**src/rtl/uart_fifo_ctrl_if.sv**
```systemverilog
// Bus bundle between the CPU-side FIFO controls, the FIFO controller and the byte-level uart core.
// slave is the controller's view; master is the surrounding CPU/core environment.
interface uart_fifo_ctrl_if #(
  parameter int unsigned AW = 4
);
  localparam int unsigned CW = AW + 1;

  logic [7:0]    tx_data;
  logic          tx_push;
  logic          tx_full;
  logic [CW-1:0] tx_count;
  logic [7:0]    rx_data;
  logic          rx_pop;
  logic          rx_empty;
  logic [CW-1:0] rx_count;
  logic          rx_overrun;
  logic          clr_overrun;
  logic [7:0]    core_data_in;
  logic          core_enable_write;
  logic          core_busy_write;
  logic [7:0]    core_data_out;
  logic          core_data_avail;
  logic          core_enable_read;

  modport slave (
    input  tx_data, tx_push, rx_pop, clr_overrun,
           core_busy_write, core_data_out, core_data_avail,
    output tx_full, tx_count, rx_data, rx_empty, rx_count, rx_overrun,
           core_data_in, core_enable_write, core_enable_read
  );

  modport master (
    output tx_data, tx_push, rx_pop, clr_overrun,
           core_busy_write, core_data_out, core_data_avail,
    input  tx_full, tx_count, rx_data, rx_empty, rx_count, rx_overrun,
           core_data_in, core_enable_write, core_enable_read
  );
endinterface

```
**src/rtl/uart_fifo_ctrl.sv**
```systemverilog
// TX/RX byte FIFOs sequencing the uart core's write and read handshakes.
// Status is decoded from registered counts; there is no input-to-output combinational path.
module uart_fifo_ctrl #(
  parameter int unsigned DEPTH = 16,
  parameter int unsigned AW    = 4
) (
  input  logic           clk,
  input  logic           reset,
  uart_fifo_ctrl_if.slave bus
);
  localparam int unsigned   CW       = AW + 1;
  localparam logic [CW-1:0] FULL_CNT = CW'(DEPTH);

  typedef enum logic [1:0] {TX_IDLE, TX_WAIT_BUSY, TX_WAIT_DONE} tx_state_e;
  typedef enum logic       {RX_IDLE, RX_ACK} rx_state_e;

  logic [7:0]    tx_mem [DEPTH];
  logic [7:0]    rx_mem [DEPTH];
  logic [AW-1:0] tx_wr_ptr, tx_rd_ptr, rx_wr_ptr, rx_rd_ptr;
  logic [CW-1:0] tx_cnt, rx_cnt;

  tx_state_e  tx_state, tx_state_d;
  rx_state_e  rx_state, rx_state_d;
  logic       enw_q, enw_d, enr_q, enr_d;
  logic [7:0] din_q, din_d;
  logic       overrun_q;

  logic tx_push_ok, tx_pop, rx_push, rx_drop, rx_pop_ok;

  assign tx_push_ok = bus.tx_push && (tx_cnt != FULL_CNT);
  assign rx_pop_ok  = bus.rx_pop && (rx_cnt != '0);

  // TX sequencer: launch one byte, then wait for the core to take and finish the frame
  always_comb begin
    tx_state_d = tx_state;
    enw_d      = 1'b0;
    din_d      = din_q;
    tx_pop     = 1'b0;
    case (tx_state)
      TX_IDLE: begin
        if ((tx_cnt != '0) && !bus.core_busy_write) begin
          din_d      = tx_mem[tx_rd_ptr];
          enw_d      = 1'b1;
          tx_pop     = 1'b1;
          tx_state_d = TX_WAIT_BUSY;
        end
      end
      TX_WAIT_BUSY: if (bus.core_busy_write) tx_state_d = TX_WAIT_DONE;
      TX_WAIT_DONE: if (!bus.core_busy_write) tx_state_d = TX_IDLE;
      default:      tx_state_d = TX_IDLE;
    endcase
  end

  // RX sequencer: ACK skips the cycle where data_avail still reflects the acknowledged byte
  always_comb begin
    rx_state_d = rx_state;
    enr_d      = 1'b0;
    rx_push    = 1'b0;
    rx_drop    = 1'b0;
    case (rx_state)
      RX_IDLE: begin
        if (bus.core_data_avail) begin
          enr_d      = 1'b1;
          rx_state_d = RX_ACK;
          if (rx_cnt != FULL_CNT) rx_push = 1'b1;
          else                    rx_drop = 1'b1;
        end
      end
      RX_ACK: rx_state_d = RX_IDLE;
    endcase
  end

  always_ff @(posedge clk) begin
    if (!reset) begin
      tx_state  <= TX_IDLE;
      rx_state  <= RX_IDLE;
      enw_q     <= 1'b0;
      enr_q     <= 1'b0;
      din_q     <= 8'h00;
      overrun_q <= 1'b0;
      tx_wr_ptr <= '0;
      tx_rd_ptr <= '0;
      rx_wr_ptr <= '0;
      rx_rd_ptr <= '0;
      tx_cnt    <= '0;
      rx_cnt    <= '0;
    end else begin
      tx_state <= tx_state_d;
      rx_state <= rx_state_d;
      enw_q    <= enw_d;
      enr_q    <= enr_d;
      din_q    <= din_d;
      if (tx_push_ok) tx_wr_ptr <= tx_wr_ptr + AW'(1);
      if (tx_pop)     tx_rd_ptr <= tx_rd_ptr + AW'(1);
      if (rx_push)    rx_wr_ptr <= rx_wr_ptr + AW'(1);
      if (rx_pop_ok)  rx_rd_ptr <= rx_rd_ptr + AW'(1);
      tx_cnt <= tx_cnt + CW'(tx_push_ok) - CW'(tx_pop);
      rx_cnt <= rx_cnt + CW'(rx_push) - CW'(rx_pop_ok);
      // A dropped byte outranks a same-cycle clear
      if (rx_drop)              overrun_q <= 1'b1;
      else if (bus.clr_overrun) overrun_q <= 1'b0;
    end
  end

  // Storage carries no reset; validity is tracked by the pointers and counts
  always_ff @(posedge clk) begin
    if (reset && tx_push_ok) tx_mem[tx_wr_ptr] <= bus.tx_data;
    if (reset && rx_push)    rx_mem[rx_wr_ptr] <= bus.core_data_out;
  end

  assign bus.tx_full           = (tx_cnt == FULL_CNT);
  assign bus.tx_count          = tx_cnt;
  assign bus.rx_data           = rx_mem[rx_rd_ptr];
  assign bus.rx_empty          = (rx_cnt == '0);
  assign bus.rx_count          = rx_cnt;
  assign bus.rx_overrun        = overrun_q;
  assign bus.core_data_in      = din_q;
  assign bus.core_enable_write = enw_q;
  assign bus.core_enable_read  = enr_q;
endmodule

```
**src/flat_wrapper.sv**
```systemverilog
// flat-port wrapper written by rule: the top's interface ports become plain ports
module uart_fifo_ctrl_flat 
#(
  parameter int unsigned DEPTH = 16,
  parameter int unsigned AW    = 4
)
  (clk, reset, bus_tx_data, bus_tx_push, bus_rx_pop, bus_clr_overrun, bus_core_busy_write, bus_core_data_out, bus_core_data_avail, bus_tx_full, bus_tx_count, bus_rx_data, bus_rx_empty, bus_rx_count, bus_rx_overrun, bus_core_data_in, bus_core_enable_write, bus_core_enable_read);
  uart_fifo_ctrl_if #(.AW(AW)) bus_i ();
  input  logic clk;
  input  logic reset;
  input wire logic [$bits(bus_i.tx_data)-1:0] bus_tx_data;
  input wire logic [$bits(bus_i.tx_push)-1:0] bus_tx_push;
  input wire logic [$bits(bus_i.rx_pop)-1:0] bus_rx_pop;
  input wire logic [$bits(bus_i.clr_overrun)-1:0] bus_clr_overrun;
  input wire logic [$bits(bus_i.core_busy_write)-1:0] bus_core_busy_write;
  input wire logic [$bits(bus_i.core_data_out)-1:0] bus_core_data_out;
  input wire logic [$bits(bus_i.core_data_avail)-1:0] bus_core_data_avail;
  output wire logic [$bits(bus_i.tx_full)-1:0] bus_tx_full;
  output wire logic [$bits(bus_i.tx_count)-1:0] bus_tx_count;
  output wire logic [$bits(bus_i.rx_data)-1:0] bus_rx_data;
  output wire logic [$bits(bus_i.rx_empty)-1:0] bus_rx_empty;
  output wire logic [$bits(bus_i.rx_count)-1:0] bus_rx_count;
  output wire logic [$bits(bus_i.rx_overrun)-1:0] bus_rx_overrun;
  output wire logic [$bits(bus_i.core_data_in)-1:0] bus_core_data_in;
  output wire logic [$bits(bus_i.core_enable_write)-1:0] bus_core_enable_write;
  output wire logic [$bits(bus_i.core_enable_read)-1:0] bus_core_enable_read;
  assign bus_i.tx_data = bus_tx_data;
  assign bus_i.tx_push = bus_tx_push;
  assign bus_i.rx_pop = bus_rx_pop;
  assign bus_i.clr_overrun = bus_clr_overrun;
  assign bus_i.core_busy_write = bus_core_busy_write;
  assign bus_i.core_data_out = bus_core_data_out;
  assign bus_i.core_data_avail = bus_core_data_avail;
  assign bus_tx_full = bus_i.tx_full;
  assign bus_tx_count = bus_i.tx_count;
  assign bus_rx_data = bus_i.rx_data;
  assign bus_rx_empty = bus_i.rx_empty;
  assign bus_rx_count = bus_i.rx_count;
  assign bus_rx_overrun = bus_i.rx_overrun;
  assign bus_core_data_in = bus_i.core_data_in;
  assign bus_core_enable_write = bus_i.core_enable_write;
  assign bus_core_enable_read = bus_i.core_enable_read;
  uart_fifo_ctrl #(.DEPTH(DEPTH), .AW(AW)) u_core (.clk(clk), .reset(reset), .bus(bus_i));
endmodule
```
**config.mk**
```make
export PLATFORM = sky130hd
export DESIGN_NAME = uart_fifo_ctrl_flat
export DESIGN_NICKNAME = d
export VERILOG_FILES = /design/src/rtl/uart_fifo_ctrl_if.sv /design/src/rtl/uart_fifo_ctrl.sv /design/src/flat_wrapper.sv
export SDC_FILE = /design/constraint.sdc
export NUM_CORES = 1
export LEC_CHECK = 0
export ABC_AREA = 1
export BUFFER_PORTS_ARGS = -buffer_cell sky130_fd_sc_hd__clkbuf_2
export CAP_MARGIN = 30
export CORE_ASPECT_RATIO = 0.75
export CORE_MARGIN = 2
export CORE_UTILIZATION = 60
export CTS_CLUSTER_DIAMETER = 150
export CTS_CLUSTER_SIZE = 24
export DETAILED_ROUTE_END_ITERATION = 16
export PLACE_DENSITY = 0.78
export SYNTH_ARGS = -nofsm -noshare
export SYNTH_HDL_FRONTEND = slang
export SYNTH_SLANG_ARGS = --single-unit
```
**constraint.sdc**
```tcl
create_clock -name clk -period 5.6 [get_ports clk]
set_input_delay 1.12 -clock clk [delete_from_list [all_inputs] [get_ports clk]]
set_output_delay 1.12 -clock clk [all_outputs]
set_load 0.01 [all_outputs]
```
-- Word level (Yosys, flattened, before mapping)
Memory sizes are Yosys's and may differ from the RTL's. A register that Yosys moved wholly into a read port is not among the register bits.
Index checks and enable logic that the tools add are counted.
- register bits after elaboration: 32
- bits in latches: 0
- RAM bits: 256
- ROM bits: 0
- input bits: 23
- output and inout bits: 31
- logic and storage cells: 68
- memories kept: 2
- add/sub/neg operators: 8
- $mul: 0
- divide/modulo/power cells: 0
- magnitude comparators: 0
- eq/ne operators: 8
- shift-type cells: 0
- mux-type cells: 22
- bitwise operators: 2
- reduce and logical (&&, ||, !) cells: 15
- memories (memory ; depth ; bits a word ; rd ports ; clocked after Yosys merged registers in ; wr ports ; RTL line ; source):
    u_core.rx_mem ; 16 ; 8 ; 1 ; 1 ; 1 ; uart_fifo_ctrl.sv:18 ; logic [7:0] rx_mem [DEPTH];
    u_core.tx_mem ; 16 ; 8 ; 1 ; 1 ; 1 ; uart_fifo_ctrl.sv:17 ; logic [7:0] tx_mem [DEPTH];
- operators with widths (operator ; count):
    4-bit by 1-bit adder with 4-bit output (second input constant) ; 4
    1-bit two-way mux ; 15
    5-bit by 1-bit adder with 5-bit output ; 2
    5-bit inequality test (second input constant) ; 2
    5-bit nonzero test ; 2
    5-bit by 1-bit subtractor with 5-bit output ; 2
    4-bit two-way mux ; 2
    2-bit two-way mux ; 3
    2-bit one-hot mux with 3 select lines ; 1
    5-bit equality test (second input constant) ; 1
    1-bit logical AND ; 5
    5-bit logical NOT ; 1
    2-bit inequality test (second input constant) ; 2
    3-bit AND reduction ; 1
    2-bit by 1-bit equality test with 1-bit output (second input constant) ; 1
    2-bit equality test (second input constant) ; 1
    1-bit logical NOT ; 2
    2-bit logical NOT ; 1
    2-bit by 1-bit inequality test with 1-bit output (second input constant) ; 1
    1-bit inverter ; 2
    1-bit one-hot mux with 2 select lines ; 1
    2-bit AND reduction ; 1
    2-bit nonzero test ; 1
    2-bit OR reduction ; 1

-- Logic depth before layout (Yosys ltp)
Gate-level depths: netlist of run 1.
- depth in word-level cells: 7
- mapped depth: 14
- depth with buffers taken out: 13

-- Worst setup path after synthesis of run 1
Ideal clock, no wire load.
- path type: input -> register
- start: input port bus_core_busy_write
- end: register u_core.tx_cnt[4] (netlist: u_core.bus.tx_count[4])
- library setup time: 0.070 ns
- arrival: 2.817 ns
- data required time: 5.530 ns
- setup slack: 2.713 ns
- cell stages on the path: 12
- buffers on the path: 1
- cells stage by stage: nor2_4 -> nand2_4 -> inv_2 -> buf_6 -> ha_1 -> inv_1 -> ha_1 -> inv_1 -> fa_1 -> o31ai_1 -> o21ai_1 -> a21oi_1
- longest elaborated chain between the ends: 5
- ends and longest elaborated chain (item ; RTL line ; source):
    start, declared ; flat_wrapper.sv:15 ; input wire logic [$bits(bus_i.core_busy_write)-1:0] bus_core_busy_write;
    1-bit logical NOT ; uart_fifo_ctrl.sv:41 ; if ((tx_cnt != '0) && !bus.core_busy_write) begin
    1-bit logical AND ; uart_fifo_ctrl.sv:41 ;
    1-bit two-way mux ; uart_fifo_ctrl.sv:41 ;
    1-bit two-way mux ; uart_fifo_ctrl.sv:39 ; case (tx_state)
    5-bit by 1-bit subtractor with 5-bit output ; uart_fifo_ctrl.sv:97 ; tx_cnt <= tx_cnt + CW'(tx_push_ok) - CW'(tx_pop);
    end signal, assigned ; uart_fifo_ctrl.sv:97 ;
    end, declared ; uart_fifo_ctrl.sv:20 ; logic [CW-1:0] tx_cnt, rx_cnt;
No other way between the ends.
A chain may end at the register's enable or synchronous reset.

==> results of run 1 <==
## synth_stat cells (6+ instances only)
| cell type | number |
|---|---|
| sky130_fd_sc_hd__inv_1 | 171 |
| sky130_fd_sc_hd__o21ai_1 | 15 |
| sky130_fd_sc_hd__ha_1 | 22 |
| sky130_fd_sc_hd__clkbuf_1 | 11 |
| sky130_fd_sc_hd__nor2_1 | 57 |
| sky130_fd_sc_hd__nand2_1 | 280 |
| sky130_fd_sc_hd__buf_4 | 8 |
| sky130_fd_sc_hd__buf_2 | 23 |
| sky130_fd_sc_hd__xor2_1 | 6 |
| sky130_fd_sc_hd__o21ai_0 | 32 |
| sky130_fd_sc_hd__nand3_1 | 146 |
| sky130_fd_sc_hd__buf_6 | 8 |
| sky130_fd_sc_hd__buf_1 | 6 |
| sky130_fd_sc_hd__inv_2 | 13 |
| sky130_fd_sc_hd__o211ai_1 | 32 |
| sky130_fd_sc_hd__edfxtp_1 | 256 |
| sky130_fd_sc_hd__dfxtp_1 | 43 |
| sky130_fd_sc_hd__a21oi_1 | 55 |
## registers in the layout, summed over array words and instances (netlist names), 2 cells and up, named ones only
| register | cells |
|---|---|
| u_core.rx_mem | 128 |
| u_core.tx_mem | 128 |
| u_core.bus.core_data_in | 8 |
| u_core.bus.rx_count | 5 |
| u_core.bus.tx_count | 5 |
| u_core.rx_rd_ptr | 4 |
| u_core.rx_wr_ptr | 4 |
| u_core.tx_rd_ptr | 4 |
| u_core.tx_wr_ptr | 4 |
| u_core.tx_state | 2 |
## per-layer routing
metal	GRT usage, %	wire length (um)
met5	0	0
met4	5.43	467
met3	3.39	2730
met2	35.2	11800
met1	40.8	13200
## final timing paths
kind	cells after the start	end	slack (ns)
worst min-delay path	1	u_core.tx_state[1]$_SDFFE_PN0P_	0.46
worst max-delay path	7	bus_rx_data[2]	1.87
worst min register to register	1	u_core.tx_state[1]$_SDFFE_PN0P_	0.46
worst max register to register	13	u_core.bus.tx_count[4]$_SDFF_PN0_	2.77
## power groups by stage
stage	Sequential, mW	Combinational (mW)	Clock, mW
2_1_floorplan	2.64	0.961	0
3_3_place_gp	2.68	1.24	0
3_5_place_dp	2.68	1.28	0
4_1_cts	2.63	1.29	1.27
5_1_grt	2.65	1.46	1.34
6_report	2.63	1.30	1.26
## per-stage QoR
step	utilization (%)	instances	instance area (um^2)	hold WS, ns
after floorplan	-	1204	12800	0.426
after global placement	62.4	1494	13100	0.438
after detailed placement	62.5	1497	13200	0.453
after CTS	64.8	1524	13600	0.468
after global routing	64.8	1525	13700	0.495
final	64.8	1525	13700	0.465
## final cells by class
cell class	instances	area (um^2)	share of cell area, %
clock inverters	1	16.3	0.119
clock buffers	26	459	3.36
multi-input cells	663	3230	23.6
well taps	288	360	2.64
inverters	186	698	5.11
flip-flops and latches	299	8550	62.7
repair buffers	62	340	2.49
## cells by family (layout without fill, tap and decap cells)
kind of cell             after synthesis  count (layout)  share of synthesized area (%)
XOR/XNOR                               7               7                          0.479
flip-flops                           299             299                           66.8
buffers and inverters                242             275                           8.02
adder cells (fa/ha/maj)               24              24                           2.46
AO/OA/AOI/OAI                        136             136                           5.98
AND/OR/NAND/NOR                      496             496                           16.3
==> impl_results.md, run 1 <==
- Outcome: complete, no violations
- Post-route total power: about 5.2 mW
- Buffers & Inverters on Critical Path: 2
- Highest achievable clock rate: ~0.27 GHz
- Yosys synthesis warning count: 0
- Pin count of the biggest net entering global routing: 78
- Largest fanout on the critical path: slightly below 80
- Setup-failing EPs final: 0
- Relative slew margins: just over 30%
- Most used cells in the layout excluding fill and tap cells: sky130_fd_sc_hd__nand2_1, sky130_fd_sc_hd__edfxtp_1, sky130_fd_sc_hd__inv_1, sky130_fd_sc_hd__nand3_1, sky130_fd_sc_hd__nor2_1
- Clock tree from TritonCTS: built
- Final min period: between 3 and 4 ns
- Total number of vias: approximately 8,500
- Most frequent CP cell: sky130_fd_sc_hd__nand3_1
- Part of the total power dissipated in the clock network: between 20% and 30%
- Gr usage total: approximately a quarter
- Via count of the first global-routing pass: 7,771
- Final setup skew: ~0.016 ns
- Share of synthesized flip-flops with an asynchronous set or reset: 0%
- GR Overflow Total: 0
- Total Die Area: about 23,000 um^2
- Num ports: 54
- Core area: approximately 21,000 um^2
- DRC violations left: 0
- Final max-slew violation count: 0
- Total power divided by cell area: 381 nW/um^2
- Cell type with the highest aggregate area in the netlist: sky130_fd_sc_hd__edfxtp_1
- Number of sinks handled by clock tree synthesis: between 200 and 300
- Startpoint of the worst register-to-register path: u_core.bus.tx_count[2]$_SDFF_PN0_
- Setup ws final: between 1.5 and 2 ns
- Synth Instances: about 1,200
- Number of antenna violations at the first check in global routing: 0
- CTS-repair resized insts: 0
- Root buf cell: sky130_fd_sc_hd__clkbuf_16
- Leakage power of the design: roughly 5.5 nW
- Library cells used by synthesis: 27
- Slowest cell delay on critical path: 0.80 ns
- Placer's final routability congestion estimate: around 0.87
- Most area-consuming cells after synthesis: sky130_fd_sc_hd__edfxtp_1, sky130_fd_sc_hd__nand2_1, sky130_fd_sc_hd__dfxtp_1
- Switch share: 32.3%
- Area added between synthesis and finish: 6.67%
- Effective utilization at floorplan: between 60% and 70%
- Highest ir drop seen on vdd: around 0.00026 V
- Fraction of post-synthesis cell area in the top cell type by area: around three fifths
- Clock transition at the registers of the reported paths: roughly 0.09 ns
- Maximum level of the CTS H-tree: 1
- Internal portion of total power: approximately 3.5 mW
- Switching power: ~1.7 mW
- Slew @ Worst Pin: slightly above 1 ns
- First-pass DRT Iterations: 6
- Register area share after synthesis: about two thirds
- TNS Setup: 0 ns
- Number of fillers in the final layout: between 1,500 and 2,000
- Setup slack after placement: 2.29 ns
- Count of hold buffers inserted by post-cts repair: 0
- Data arrival, critical path: roughly 2.6 ns
- Netlist Area Pre-Place: ~13,000 um^2
- Total half-perimeter wirelength after legalization and detailed placement: ~18 mm
- Most common flop cell mapped by yosys: sky130_fd_sc_hd__edfxtp_1
- Period Utilization, post-route: approximately two thirds
- Diode count: 0
- Floorplan die height: 130 um
- Worst setup SP type: flop
- Critical path class: flop to primary output
- Total count of hold-check failures in the final report: 0
- Required @ worst endpoint: around 4.5 ns
- Flops & latches, synth: 299
- Insertion delay of the later-clocked pin in the worst-skew pair: approximately 0.50 ns
- Count of flip-flops with a built-in enable after synthesis: 256
- Sequential share of power: 50.7%
- Mean routed wirelength per cell: around 18 um
- Top delay family on crit path: flip-flops
- First-pass GRT wire length: 43.3 mm
- Number of port buffers: between 50 and 60
- Remaining number of nets flagged by the antenna check after routing: 0
- Slowest library cell on the worst path: sky130_fd_sc_hd__dfxtp_4
- Hold/Removal Path Class: flop to flop
- Number of placement rows: 46
- Number of vias per cell: roughly 5.6
- CP cell instances: buf_4 -> a21oi_1 -> o21ai_0 -> nand3_1 -> nand3_1 -> nand2_1 -> clkbuf_2
- Proportion of power drawn by combinational gates: between 20% and 30%
- Number of nets in the synthesized netlist: between 1,000 and 1,500
- Number of buffers inserted during clock tree synthesis: 16
- Postcts setup bufs: 0
- Share of final-layout standard cells stronger than drive strength 1: 8.00%
- Total detailed-routing wirelength: between 20 and 30 mm
- Max-cap violations: 0
- Unrepaired setup endpoints after global routing: false
- Most common cell after layout, fill and taps aside: sky130_fd_sc_hd__nand2_1
- 1st-iter DRT viols: between 1,000 and 1,500
- Avg Cell Area, Syn: roughly 11 um^2
- Net count reported at finish: between 1,000 and 1,500
- Hold path startpoint: u_core.tx_state[0]$_SDFFE_PN0P_
- CP Capture Type: primary output
- Die X: 173 um
- Maximum buffer depth of the clock tree: 3
No activity file was read; power rests on OpenSTA's default activity.
==> run 2: changes to the inputs <==
Settings changed: CORE_UTILIZATION 60 to 55, PLACE_DENSITY 0.78 to 0.75.
Clock period 5.6 ns to 3.13 ns, I/O delays scaled along.
==> impl_results.md, run 2 (synthesis gave the netlist of run 1 again) <==
- Outcome: complete, no violations
- Floorplan die height: 136 um (+4.3%)
- Critical path class: flop to primary output
- 1st-iter DRT viols: 1,127 (-0.44%)
- Highest ir drop seen on vdd: 0.000492 V (+88%)
- Total count of hold-check failures in the final report: 0 (unchanged)
- Diode count: 0 (unchanged)
- Number of port buffers: 53 (unchanged)
- Net count reported at finish: 1,290 (+1.2%)
- Final setup skew: 0.0213 ns (+0.00517 ns)
- Required @ worst endpoint: 2.50 ns (-1.98 ns)
- Max-cap violations: 0 (unchanged)
- Hold/Removal Path Class: input port to flop
- Postcts setup bufs: 0 (unchanged)
- Setup-failing EPs final: 0 (unchanged)
- Core area: 22,900 um^2 (+8.9%)
- Die X: 180 um (+4.3%)
- Total half-perimeter wirelength after legalization and detailed placement: 18.0 mm (-1.0%)
- Effective utilization at floorplan: 55.8% (-5.0 points)
- Slowest cell delay on critical path: 0.59 ns (-0.21 ns)
- Share of final-layout standard cells stronger than drive strength 1: 9.10% (+1.1 points)
- DRC violations left: 0 (unchanged)
- Via count of the first global-routing pass: 7,868 (+1.2%)
- Slowest library cell on the worst path: sky130_fd_sc_hd__dfxtp_4
- Area added between synthesis and finish: 7.83%
- Number of placement rows: 48 (+4.3%)
- Maximum level of the CTS H-tree: 1 (unchanged)
- Total power divided by cell area: 674 nW/um^2 (+77%)
- Mean routed wirelength per cell: 18.1 um (-2.1%)
- Slew @ Worst Pin: 0.812 ns (-0.225 ns)
- Pin count of the biggest net entering global routing: 67 (-14%)
- Most used cells in the layout excluding fill and tap cells: sky130_fd_sc_hd__nand2_1, sky130_fd_sc_hd__edfxtp_1, sky130_fd_sc_hd__inv_1, sky130_fd_sc_hd__nand3_1, sky130_fd_sc_hd__nor2_1
- Largest fanout on the critical path: 37 (-52%)
- Number of sinks handled by clock tree synthesis: 299 (unchanged)
- Period Utilization, post-route: between 80% and 90%
- Data arrival, critical path: 2.13 ns (-0.48 ns)
- Number of buffers inserted during clock tree synthesis: 16 (unchanged)
- Total detailed-routing wirelength: 28.1 mm (-0.32%)
- GR Overflow Total: 0 (unchanged)
- Relative slew margins: 45.7% (+15 points)
- Total Die Area: 24,500 um^2 (+8.8%)
- CTS-repair resized insts: 0 (unchanged)
- Maximum buffer depth of the clock tree: 3 (unchanged)
- CP Capture Type: primary output
- Final max-slew violation count: 0 (unchanged)
- Highest achievable clock rate: 0.363 GHz
- Total number of vias: 8,582 (+0.48%)
- Number of vias per cell: 5.53 (-1.3%)
- Unrepaired setup endpoints after global routing: false
- Insertion delay of the later-clocked pin in the worst-skew pair: 0.50 ns (about the same)
- Hold path startpoint: bus_clr_overrun
- Clock tree from TritonCTS: built
- Clock transition at the registers of the reported paths: 0.09 ns (about the same)
- Root buf cell: sky130_fd_sc_hd__clkbuf_16
- Startpoint of the worst register-to-register path: u_core.bus.rx_count[2]$_SDFF_PN0_
- CP cell instances: buf_4 -> nand2_1 -> o211ai_1 -> nand3_1 -> nand3_1 -> nand2_1 -> clkbuf_2
- Number of antenna violations at the first check in global routing: 0 (unchanged)
- First-pass DRT Iterations: 5 (-1)
- Num ports: 54 (unchanged)
- TNS Setup: 0 ns (unchanged)
- Remaining number of nets flagged by the antenna check after routing: 0 (unchanged)
- Final min period: ~2.8 ns
- Gr usage total: 23.2% (-1.7 points)
- Placer's final routability congestion estimate: 0.830 (-4.7%)
- Leakage power of the design: 5.55 nW (+1.5%)
- First-pass GRT wire length: 44.2 mm (+2.1%)
- Most common cell after layout, fill and taps aside: sky130_fd_sc_hd__nand2_1
- Worst setup SP type: flop
- Utilization after layout: 60.2% (-4.7 points)
- Count of hold buffers inserted by post-cts repair: 0 (unchanged)
==> run 2: changes by cell type in the layout (fill, tap and decap cells not counted) <==
cell | previous run | this run
sky130_fd_sc_hd__buf_4 | 5 | 22
sky130_fd_sc_hd__buf_2 | 2 | 0
sky130_fd_sc_hd__buf_12 | 1 | 2
sky130_fd_sc_hd__clkbuf_1 | 9 | 10
sky130_fd_sc_hd__clkbuf_4 | 1 | 0
sky130_fd_sc_hd__clkinv_8 | 0 | 1
sky130_fd_sc_hd__inv_12 | 1 | 0
==> run 2: final cells by class <==
cell class	count	area (um^2)
inverter	186	698
fill	1854	9140
clock buffer	27	463
multi-input combinational	663	3230
clock inverter	1	16.3
tap	300	375
timing repair buffer	77	470
sequential	299	8550
==> run 2: report_power, final <==
part	total [mW]	internal, mW	switching, mW
Clock	2.23	1.03	1.20
Sequential	4.68	4.50	0.181
Combinational	2.39	0.794	1.59
Total	9.30	6.33	2.97
==> run 2: final timing paths <==
| kind | depth (start not counted) | slack, ns | endpoint |
|---|---|---|---|
| setup / recovery | 7 | 0.38 | bus_rx_data[2] |
| setup reg to reg | 13 | 0.52 | u_core.bus.rx_count[4]$_SDFF_PN0_ |
| hold / removal | 4 | 0.39 | u_core.bus.rx_overrun$_SDFFE_PN0P_ |
| hold reg to reg | 1 | 0.46 | u_core.tx_state[1]$_SDFFE_PN0P_ |
==> run 2: worst max-delay path: cells and delay by family, from the launching register on <==
kind / cells / cell delay (ns)
flops: 1 / 0.59
buf+inv: 2 / 0.51
simple gates: 4 / 0.41
compound gates: 1 / 0.10
==> run 2: stage by stage <==
step	hold slack (ns)	area (um^2)	std cells	setup slack [ns]	power [mW]
final	0.395	13800	1553	0.378	9.30
after floorplan	0.426	12800	1204	0.669	6.44
after detailed placement	0.453	13300	1525	0.558	7.13
after global placement	0.441	13300	1525	0.645	7.05
after CTS	0.383	13800	1553	0.373	9.33
after global routing	0.433	13800	1553	0.164	9.81
==> run 2: metal layers <==
metal,part of all wire [%],vias up,routed length [um],GRT usage (%)
met2,43,367,12000,34.2
met1,47,4103,13300,36.5
met3,8.4,30,2360,3.83
met5,0,-,0,0
li1,-,4082,-,-
met4,1.5,0,417,4.39
